`src/rtl/keccak_chi_pkg.sv`:
```
// Shared Keccak round-datapath definitions: lane geometry, lane addressing and the
// stage FSM encoding used by the theta/rho/pi/chi/iota stages.
package keccak_chi_pkg;

  localparam int LANE_W  = 64;
  localparam int N_LANES = 25;
  localparam int ROW_W   = 5;
  localparam int ADR_W   = 5;
  localparam int IDX_W   = 3;

  typedef logic [LANE_W-1:0]             lane_t;
  typedef logic [ROW_W-1:0][LANE_W-1:0]  row_t;
  typedef logic [IDX_W-1:0]              idx_t;
  typedef logic [ADR_W-1:0]              adr_t;

  localparam idx_t LAST_IDX = idx_t'(ROW_W - 1);

  typedef enum logic [2:0] {
    ST_IDLE,
    ST_READ,
    ST_WAIT,
    ST_CALC,
    ST_WRITE,
    ST_DONE
  } chi_state_e;

  // Largest result is 4 + 5*4 = 24, so 5 bits never wrap.
  function automatic adr_t lane_index(input idx_t x, input idx_t y);
    return adr_t'(x) + adr_t'(y) * adr_t'(ROW_W);
  endfunction

endpackage

```
`src/rtl/keccak_chi_if.sv`:
```
// Start/done handshake plus the lane-memory port of a Keccak round stage.
interface keccak_chi_if;
  import keccak_chi_pkg::*;

  logic  start;
  lane_t in;
  logic  done;
  adr_t  mem_adr;
  lane_t mem_in;
  logic  mem_r;
  logic  mem_w;

  modport master (
    input  start, in,
    output done, mem_adr, mem_in, mem_r, mem_w
  );

  modport slave (
    output start, in,
    input  done, mem_adr, mem_in, mem_r, mem_w
  );

endinterface

```
`src/rtl/keccak_chi_row.sv`:
```
// Combinational chi on one 5-lane row: a[x] ^ (~a[x+1] & a[x+2]), indices mod 5.
module keccak_chi_row
  import keccak_chi_pkg::*;
(
  input  row_t row_i,
  output row_t row_o
);

  for (genvar x = 0; x < ROW_W; x++) begin : g_lane
    assign row_o[x] = row_i[x] ^ (~row_i[(x + 1) % ROW_W] & row_i[(x + 2) % ROW_W]);
  end

endmodule

```
`src/rtl/keccak_chi.sv`:
```
// Chi stage: sweeps the 25-lane state row by row (5 reads, wait, calc, 5 writes)
// and raises done for the iota stage once all five rows are rewritten.
module keccak_chi
  import keccak_chi_pkg::*;
(
  input  logic         clock,
  input  logic         reset,
  keccak_chi_if.master bus
);

  chi_state_e state_q, state_d;
  idx_t       x_q, x_d;
  idx_t       y_q, y_d;
  logic       done_q, done_d;
  logic       mem_r_q, mem_r_d;
  logic       mem_w_q, mem_w_d;
  adr_t       mem_adr_q, mem_adr_d;
  lane_t      mem_in_q, mem_in_d;
  row_t       b_q, b_d;
  row_t       r_q, r_d;
  row_t       row_res;
  idx_t       x_inc, x_dec, y_inc;

  keccak_chi_row u_row (
    .row_i (b_q),
    .row_o (row_res)
  );

  assign x_inc = x_q + idx_t'(1);
  assign x_dec = x_q - idx_t'(1);
  assign y_inc = y_q + idx_t'(1);

  // Outputs are computed for the state being entered so the registered strobes line up with it.
  always_comb begin
    // NOTE: every variable gets a default first, so no path through the case can infer a latch.
    state_d   = state_q;
    x_d       = x_q;
    y_d       = y_q;
    b_d       = b_q;
    r_d       = r_q;
    done_d    = 1'b0;
    mem_r_d   = 1'b0;
    mem_w_d   = 1'b0;
    mem_adr_d = '0;
    mem_in_d  = '0;

    case (state_q)
      ST_IDLE: begin
        if (bus.start && !done_q) begin
          state_d   = ST_READ;
          x_d       = '0;
          y_d       = '0;
          mem_r_d   = 1'b1;
          mem_adr_d = lane_index('0, '0);
        end
      end

      ST_READ: begin
        // Read data lags the address by one cycle, so lane x-1 arrives while x is presented.
        if (x_q != '0) b_d[x_dec] = bus.in;
        if (x_q == LAST_IDX) begin
          state_d = ST_WAIT;
          x_d     = '0;
        end else begin
          x_d       = x_inc;
          mem_r_d   = 1'b1;
          mem_adr_d = lane_index(x_inc, y_q);
        end
      end

      ST_WAIT: begin
        b_d[LAST_IDX] = bus.in;
        state_d       = ST_CALC;
      end

      ST_CALC: begin
        r_d       = row_res;
        state_d   = ST_WRITE;
        x_d       = '0;
        mem_w_d   = 1'b1;
        mem_adr_d = lane_index('0, y_q);
        mem_in_d  = row_res[0];
      end

      ST_WRITE: begin
        if (x_q == LAST_IDX) begin
          if (y_q == LAST_IDX) begin
            state_d = ST_DONE;
          end else begin
            state_d   = ST_READ;
            x_d       = '0;
            y_d       = y_inc;
            mem_r_d   = 1'b1;
            mem_adr_d = lane_index('0, y_inc);
          end
        end else begin
          x_d       = x_inc;
          mem_w_d   = 1'b1;
          mem_adr_d = lane_index(x_inc, y_q);
          mem_in_d  = r_q[x_inc];
        end
      end

      ST_DONE: begin
        done_d = bus.start;
        if (!bus.start) state_d = ST_IDLE;
      end

      default: state_d = ST_IDLE;
    endcase
  end

  always_ff @(posedge clock) begin
    // NOTE: non-blocking assignments so every flop samples pre-edge values, whatever the order.
    if (reset) begin
      state_q   <= ST_IDLE;
      x_q       <= '0;
      y_q       <= '0;
      done_q    <= 1'b0;
      mem_r_q   <= 1'b0;
      mem_w_q   <= 1'b0;
      mem_adr_q <= '0;
      mem_in_q  <= '0;
    end else begin
      state_q   <= state_d;
      x_q       <= x_d;
      y_q       <= y_d;
      done_q    <= done_d;
      mem_r_q   <= mem_r_d;
      mem_w_q   <= mem_w_d;
      mem_adr_q <= mem_adr_d;
      mem_in_q  <= mem_in_d;
    end
  end

  // NOTE: row buffers are always filled before use, so they carry no reset.
  always_ff @(posedge clock) begin
    b_q <= b_d;
    r_q <= r_d;
  end

  assign bus.done    = done_q;
  assign bus.mem_r   = mem_r_q;
  assign bus.mem_w   = mem_w_q;
  assign bus.mem_adr = mem_adr_q;
  assign bus.mem_in  = mem_in_q;

endmodule

```
`src/flat_wrapper.sv`:
```
// flat-port wrapper written by rule: the top's interface ports become plain ports
module keccak_chi_flat import keccak_chi_pkg::*;
  (clock, reset, bus_start, bus_in, bus_done, bus_mem_adr, bus_mem_in, bus_mem_r, bus_mem_w);
  keccak_chi_if bus_i ();
  input  logic clock;
  input  logic reset;
  input wire logic [$bits(bus_i.start)-1:0] bus_start;
  input wire logic [$bits(bus_i.in)-1:0] bus_in;
  output wire logic [$bits(bus_i.done)-1:0] bus_done;
  output wire logic [$bits(bus_i.mem_adr)-1:0] bus_mem_adr;
  output wire logic [$bits(bus_i.mem_in)-1:0] bus_mem_in;
  output wire logic [$bits(bus_i.mem_r)-1:0] bus_mem_r;
  output wire logic [$bits(bus_i.mem_w)-1:0] bus_mem_w;
  assign bus_i.start = bus_start;
  assign bus_i.in = bus_in;
  assign bus_done = bus_i.done;
  assign bus_mem_adr = bus_i.mem_adr;
  assign bus_mem_in = bus_i.mem_in;
  assign bus_mem_r = bus_i.mem_r;
  assign bus_mem_w = bus_i.mem_w;
  keccak_chi u_core (.clock(clock), .reset(reset), .bus(bus_i));
endmodule
```
`config.mk`:
```
export PLATFORM = sky130hd
export DESIGN_NAME = keccak_chi_flat
export DESIGN_NICKNAME = d
export VERILOG_FILES = /design/src/rtl/keccak_chi_pkg.sv /design/src/rtl/keccak_chi_if.sv /design/src/rtl/keccak_chi_row.sv /design/src/rtl/keccak_chi.sv /design/src/flat_wrapper.sv
export SDC_FILE = /design/constraint.sdc
export NUM_CORES = 1
export LEC_CHECK = 0
export ABC_AREA = 1
export BUFFER_PORTS_ARGS = -buffer_cell sky130_fd_sc_hd__buf_2
export CORE_AREA = 8 8 466 240
export DETAILED_ROUTE_END_ITERATION = 10
export DIE_AREA = 0 0 474 248
export PLACE_DENSITY = 0.51
export SLEW_MARGIN = 10
export SYNTH_ARGS = -nofsm -noshare
export SYNTH_HDL_FRONTEND = slang
export SYNTH_SLANG_ARGS = --single-unit
```
`constraint.sdc`:
```
create_clock -name clock -period 15.9 [get_ports clock]
set_input_delay 3.18 -clock clock [delete_from_list [all_inputs] [get_ports clock]]
set_output_delay 3.18 -clock clock [all_outputs]
set_load 0.005 [all_outputs]
```
Yosys cells after proc, flatten, opt, wreduce, memory -nomap -nowiden. Index checks and enable logic that the tools add are counted.

Bits of input ports: 67. Output and inout port bits: 72. Flip-flop bits (word level): 721.

Equal/unequal tests: 14. Bitwise logic cells: 16. $lt $le $gt $ge: 3. Reductions and logical operators: 14. Multiply operators: 2. Add/subtract/negate cells: 4. Multiplexer cells: 33.

Operator list (number): $and 64x64->64 (5); $bwmux 320 (1); $mux 320 (1); $not 64->64 (5); $xor 64x64->64 (5); $pmux 64 s2 (2); $bmux 64 s3 (1); $demux 64 s3 (1); $mux 64 (3); $mux 3 (11); $pmux 3 s6 (1); $mux 5 (3); $pmux 5 s3 (1); $eq 3x3->1 const B (4); $pmux 3 s4 (1); $mul 3x3->5 const B (2); $lt 3x4->1 const B (2); $ne 2x1->1 const B (4); $reduce_and 4->1 (2); $add 3x1->3 const B (2); $eq 3x2->1 const B (2); $pmux 3 s2 (1); $add 3x5->5 (1); $mux 1 (4); other kinds (17) (21).

Depth between registers and ports, before layout.
Depth in word-level cells: 8. Depth in mapped cells: 13. Depth with buffers taken out: 12.

Hierarchy. Synthesis repeated with hierarchy kept, for this count alone.

Cell total of the unflattened synthesis: 3779. Area total of the unflattened synthesis: 33567.2 µm².

Modules (own cells, without submodules): keccak_chi (seq. area each 20840.0 µm², area an instance 27161.0 µm², times used 1, cells an instance 2179); keccak_chi_row (seq. area each 0.0 µm², area an instance 6406.1 µm², times used 1, cells an instance 1600).

Worst setup path after synthesis. Ideal clock, no wire load.

Path type: reg-to-reg. From: register u_core.x_q[0]. To: register u_core.b_q[128] (netlist name), enable pin. Data required time: 15.335 ns. Path slack: 9.508 ns. Stages on the path, launching flop included: 9. Arrival time: 5.827 ns. Library setup time: 0.565 ns. Buffers on the path: 3. Path through: dfxtp_1 buf_4 inv_2 ha_1 inv_1 buf_2 buf_2 nand2_1 nor3_1.

Cells in the longest elaborated chain, start to end: 2.

Ends and longest elaborated chain: start, declared (RTL line keccak_chi.sv:12) `idx_t x_q, x_d;`; start signal, assigned (RTL line keccak_chi.sv:117) `x_q <= '0;`; start signal, assigned (RTL line keccak_chi.sv:126) `x_q <= x_d;`; $reduce_bool 3->1 (RTL line keccak_chi.sv:60) `if (x_q != '0) b_d[x_dec] = bus.in;`; $reduce_and 2->1 (no line); end signal, assigned (RTL line keccak_chi.sv:138) `b_q <= b_d;`; end, declared (RTL line keccak_chi.sv:19) `row_t b_q, b_d;`.

Every way passes these cells. A chain may end at the register's enable or synchronous reset.

==> summary by stage <==
Floorplan
The initial utilization of the core area, before any placement, comes to between 30% and 40%. The floorplan step set the die width to roughly 470 um. The floorplan step defined a core boundary enclosing around 110000 um2. The number of primary I/O pins is around 140.

The vertical die dimension is roughly 250 um. The die covers roughly 120000 um2. The row count is 85.

Synth
In this run, synthesis produced a sequential element count of roughly 720. Dividing the synthesized area by the synthesized cell count gives 10.46 um2. In this run, distinct cell masters in the synthesized netlist total 29. The share of the synthesized area in the top cell type is 59.53%. The xor-xnor portion of the synthesized cell area is approximately 8.8%. After synthesis, the cell types taking the most area are sky130_fd_sc_hd__edfxtp_1 60%, sky130_fd_sc_hd__nand2_1 10%, sky130_fd_sc_hd__xor2_1 8.7%, sky130_fd_sc_hd__inv_1 6.3%, sky130_fd_sc_hd__dfxtp_1 5.0%. The post-synth net total is between 3000 and 4000. The Yosys step of the flow raised 0 warnings. After synthesis, the largest family of logic cells by area is simple AND/OR/NAND/NOR gates. The mapped netlist covers between 30000 and 40000 um2. The multiplexer share of the synthesized area is 0%.

The synthesized design spends more area on one cell type than any other, namely sky130_fd_sc_hd__edfxtp_1. The register area share after synthesis is around 65%. The adder-cell area share of the yosys netlist is less than 1%. The fraction of the mapped netlist area in simple logic gates is roughly 16%. The gate count after technology mapping is about 3000. The share of the synthesized area in compound gates (AO/OA/AOI/OAI) is 1.833%.

Setup path
The register-to-register setup slack is roughly 12 ns. The capture point of the worst reg-to-reg path is u_core.b_q[178]. STA classifies the critical path startpoint as an input port. In this run the worst path has a maximum fanout of 36. Counting cells, the worst reg-to-reg path comes to 7. The class of the most critical setup path is in -> reg.

The endpoint class of the critical path is a flip-flop. For the worst setup path, the data required time is 16.37 ns. The data arrival time of the critical path is a little over 5 ns. In this run the worst setup path begins at reset. The critical register-to-register path startpoint is u_core.x_q[0].

CTS
The tree is rooted in a sky130_fd_sc_hd__clkbuf_16. The number of hold buffers added after CTS was 0. The H-tree depth is 3.

In this run, CTS created clock tree buffers numbering 75. The number of buffers added for setup after CTS is 0. Clock-pin slew was measured on the worst setup and hold paths at approximately 0.060 ns.

The insertion delay to the later sink of the worst-skew pair is between 0.6 and 0.7 ns. The longest clock path from root to sink contains 3 buffers. TritonCTS built the clock tree.

The total number of clock tree sinks is about 720. The number of gates given a new drive strength after cts is 0.

Timing
Setup repair after global routing left no endpoint under its margin. Timing would allow up to 217.8 MHz. The setup-violating endpoint count in the final report is 0. The worst-case clock skew is 0.01679 ns. The clock period minus worst slack is between 4 and 5 ns.

The number of max-slew violations in the final report was 0. Of the available clock period, the critical path in the final layout requires 28.87%. The slew at the pin closest to its max-slew limit is around 1.0 ns. Headroom to the max-slew limit came out at 30.29%. The sum of negative setup slack is 0 ns. The final-report hold violation count is 0.

Pwr
The sequential group share of total power is between 40% and 50%. Per report_power, the combinational group accounts for 20.4% of the total. For this design the static power due to leakage is about 0.015 uW.

Dividing total power by cell area gives a power density of between 100 and 150 nW/um2. The switching component of the power is about 1500 uW. Cell internal power was estimated by the tool at ~3500 uW. The worst ir drop on vdd is around 0.098 mV. The switching portion of total power is about 30%. The share of power burned in the clock network is between 30% and 40%.

GRT
The pin count of the biggest net entering global routing is 179. The number of global-route vias before repair came to 18100. Global routing used between 10% and 20% of the available tracks across all layers. The first global-routing pass estimated 111.4 mm of wire. The initial antenna violation count is 16. After global routing the overflow that remains totals 0.

Final layout
Measured on the finished design, the core utilization comes to 34.93%. The net count reported at finish is approximately 3300. The area growth from synthesis to layout is 14.48%. After routing the design area is between 30000 and 40000 um2. The post-route netlist has 12.03% of its cells at a drive strength greater than 1.

Detailed routing
The total wirelength of the detailed-routed design is about 73 mm. After detailed routing, the average wire length per cell comes to between 15 and 20 um. Summing over every cut layer, the via total after detailed routing is 19050. The detailed router's first-iteration violation count is 953. In the routed layout, each cell is associated on average with a via count of 4.026. After detailed routing, the number of remaining DRC violations is 0.

The count of nets left with antenna violations once routing finished came out at 0. The first TritonRoute pass finished after 4 iterations.

Job
The tool flagged a number of max-cap violations equal to 0.

Placement
Input and output buffers added on the ports amount to 138. Summing all placed instances gives a cell area of approximately 35000 um2. At the end of routability-driven placement, the weighted congestion stood at ~0.74. The wire-length estimate of the detail-placed layout is roughly 42 mm.

Min path
In this run the most critical hold path is launched from u_core.x_q[1]. The worst hold path belongs to the class reg -> reg. The worst hold path was traced through 2 stages.

The worst hold path terminates at u_core.x_q[1].

Outcome
The run finished with clean final reports.
## power groups by stage
stage               combinational [uW]  sequential [uW]  clock (uW)
floorplan                          767             2210           0
global placement                  1030             2220           0
detailed placement                1030             2210           0
CTS                               1040             2170        1840
global route                      1160             2180        1900
finish                            1010             2170        1770
## layer usage
layer	GRT usage, %	vias up	wire [um]
met1	17.24	8749	36390
met3	2.994	105	3291
met5	0	-	78
met4	2.744	12	1314
li1	-	9921	-
met2	19.81	264	32360
## cells by family (layout without fill, tap and decap cells)
group,count (synthesis),in the layout
AO/OA/AOI/OAI,85,85
XOR/XNOR,324,324
adder cells (fa/ha/maj),13,13
buffers and inverters,634,842
flip-flops,721,721
other,0,4
AND/OR/NAND/NOR,1308,1308
## sequential cells by signal (all words and copies together) (netlist names)
name / cells
u_core.bus.mem_in: 64
u_core.r_q: 320
u_core.state_q: 3
u_core.x_q: 3
u_core.bus.mem_adr: 5
u_core.bus.mem_w: 1
u_core.b_q: 320
u_core.bus.mem_r: 1
u_core.y_q: 3
u_core.bus.done: 1
## synth_stat cells
master                     number
sky130_fd_sc_hd__nor4_1         1
sky130_fd_sc_hd__a21oi_1       38
sky130_fd_sc_hd__dfxtp_1       81
sky130_fd_sc_hd__inv_1        538
sky130_fd_sc_hd__buf_6         14
sky130_fd_sc_hd__nor3_1         7
sky130_fd_sc_hd__nor2_1       209
sky130_fd_sc_hd__buf_1          3
sky130_fd_sc_hd__buf_4          8
sky130_fd_sc_hd__o211ai_1       3
sky130_fd_sc_hd__a31oi_1        1
sky130_fd_sc_hd__nand2_2        1
sky130_fd_sc_hd__edfxtp_1     640
sky130_fd_sc_hd__clkbuf_1      23
sky130_fd_sc_hd__ha_1          12
sky130_fd_sc_hd__nand2_1      881
sky130_fd_sc_hd__nor2_2         1
sky130_fd_sc_hd__inv_2          6
sky130_fd_sc_hd__or2_2         65
sky130_fd_sc_hd__buf_2         42
sky130_fd_sc_hd__nand4_1        2
sky130_fd_sc_hd__o21ai_4        1
sky130_fd_sc_hd__xnor2_1        4
sky130_fd_sc_hd__o21ai_0        3
sky130_fd_sc_hd__fa_1           1
sky130_fd_sc_hd__a21oi_2       39
sky130_fd_sc_hd__nand3_1      140
sky130_fd_sc_hd__xor2_1       320
sky130_fd_sc_hd__nor2_4         1
## how the worst max path moves through the flow
stage | to | slack, ns
floorplan | u_core.b_q[128] | 9.51
global placement | u_core.bus.mem_in[14] | 10.62
detailed placement | u_core.bus.mem_in[14] | 10.61
CTS | u_core.bus.mem_in[30] | 11.30
global route | u_core.bus.mem_in[13] | 11.23
finish | u_core.bus.mem_in[14] | 11.31
## area by class of cell
| cell class | instances | area (um2) |
|---|---|---|
| Clock buffer | 111 | 2185 |
| Inverter | 544 | 2047 |
| Multi-Input combinational cell | 1730 | 8927 |
| Tap cell | 1435 | 1795 |
| Timing Repair Buffer | 165 | 905.9 |
| Sequential cell | 721 | 20840 |
| Fill cell | 10390 | 68860 |
| Antenna cell | 4 | 10.01 |
| Clock inverter | 22 | 245.2 |
## worst max-delay path: stages
cell                      delay, ns
sky130_fd_sc_hd__buf_2         0.20
sky130_fd_sc_hd__inv_1         0.17
sky130_fd_sc_hd__o21ai_4       0.08
sky130_fd_sc_hd__buf_4         0.53
sky130_fd_sc_hd__buf_4         0.71
sky130_fd_sc_hd__a21oi_1       0.08
## placed cells by master (no fill, tap or decap), drive strengths merged, types with 4 or more instances in the layout
master and count:
a21oi 77, buf 165, bufinv 5, clkbuf 111, clkinv 14, dfxtp 81
diode 4, edfxtp 640, ha 12, inv 544, nand2 882, nand3 140
nor2 211, nor3 7, o21ai 4, or2 65, xnor2 4, xor2 320
## per-stage QoR
| step | total power (uW) | cells | setup WS [ns] | hold slack, ns |
|---|---|---|---|---|
| CTS | 5048 | 4728 | 11.30 | 0.4889 |
| finish | 4949 | 4732 | 11.31 | 0.4863 |
| global placement | 3244 | 4595 | 10.62 | 0.4918 |
| global route | 5246 | 4729 | 11.23 | 0.5027 |
| detailed placement | 3246 | 4595 | 10.61 | 0.4813 |
| floorplan | 2978 | 3085 | 9.508 | 0.4578 |
No activity file was read; power rests on OpenSTA's default activity.
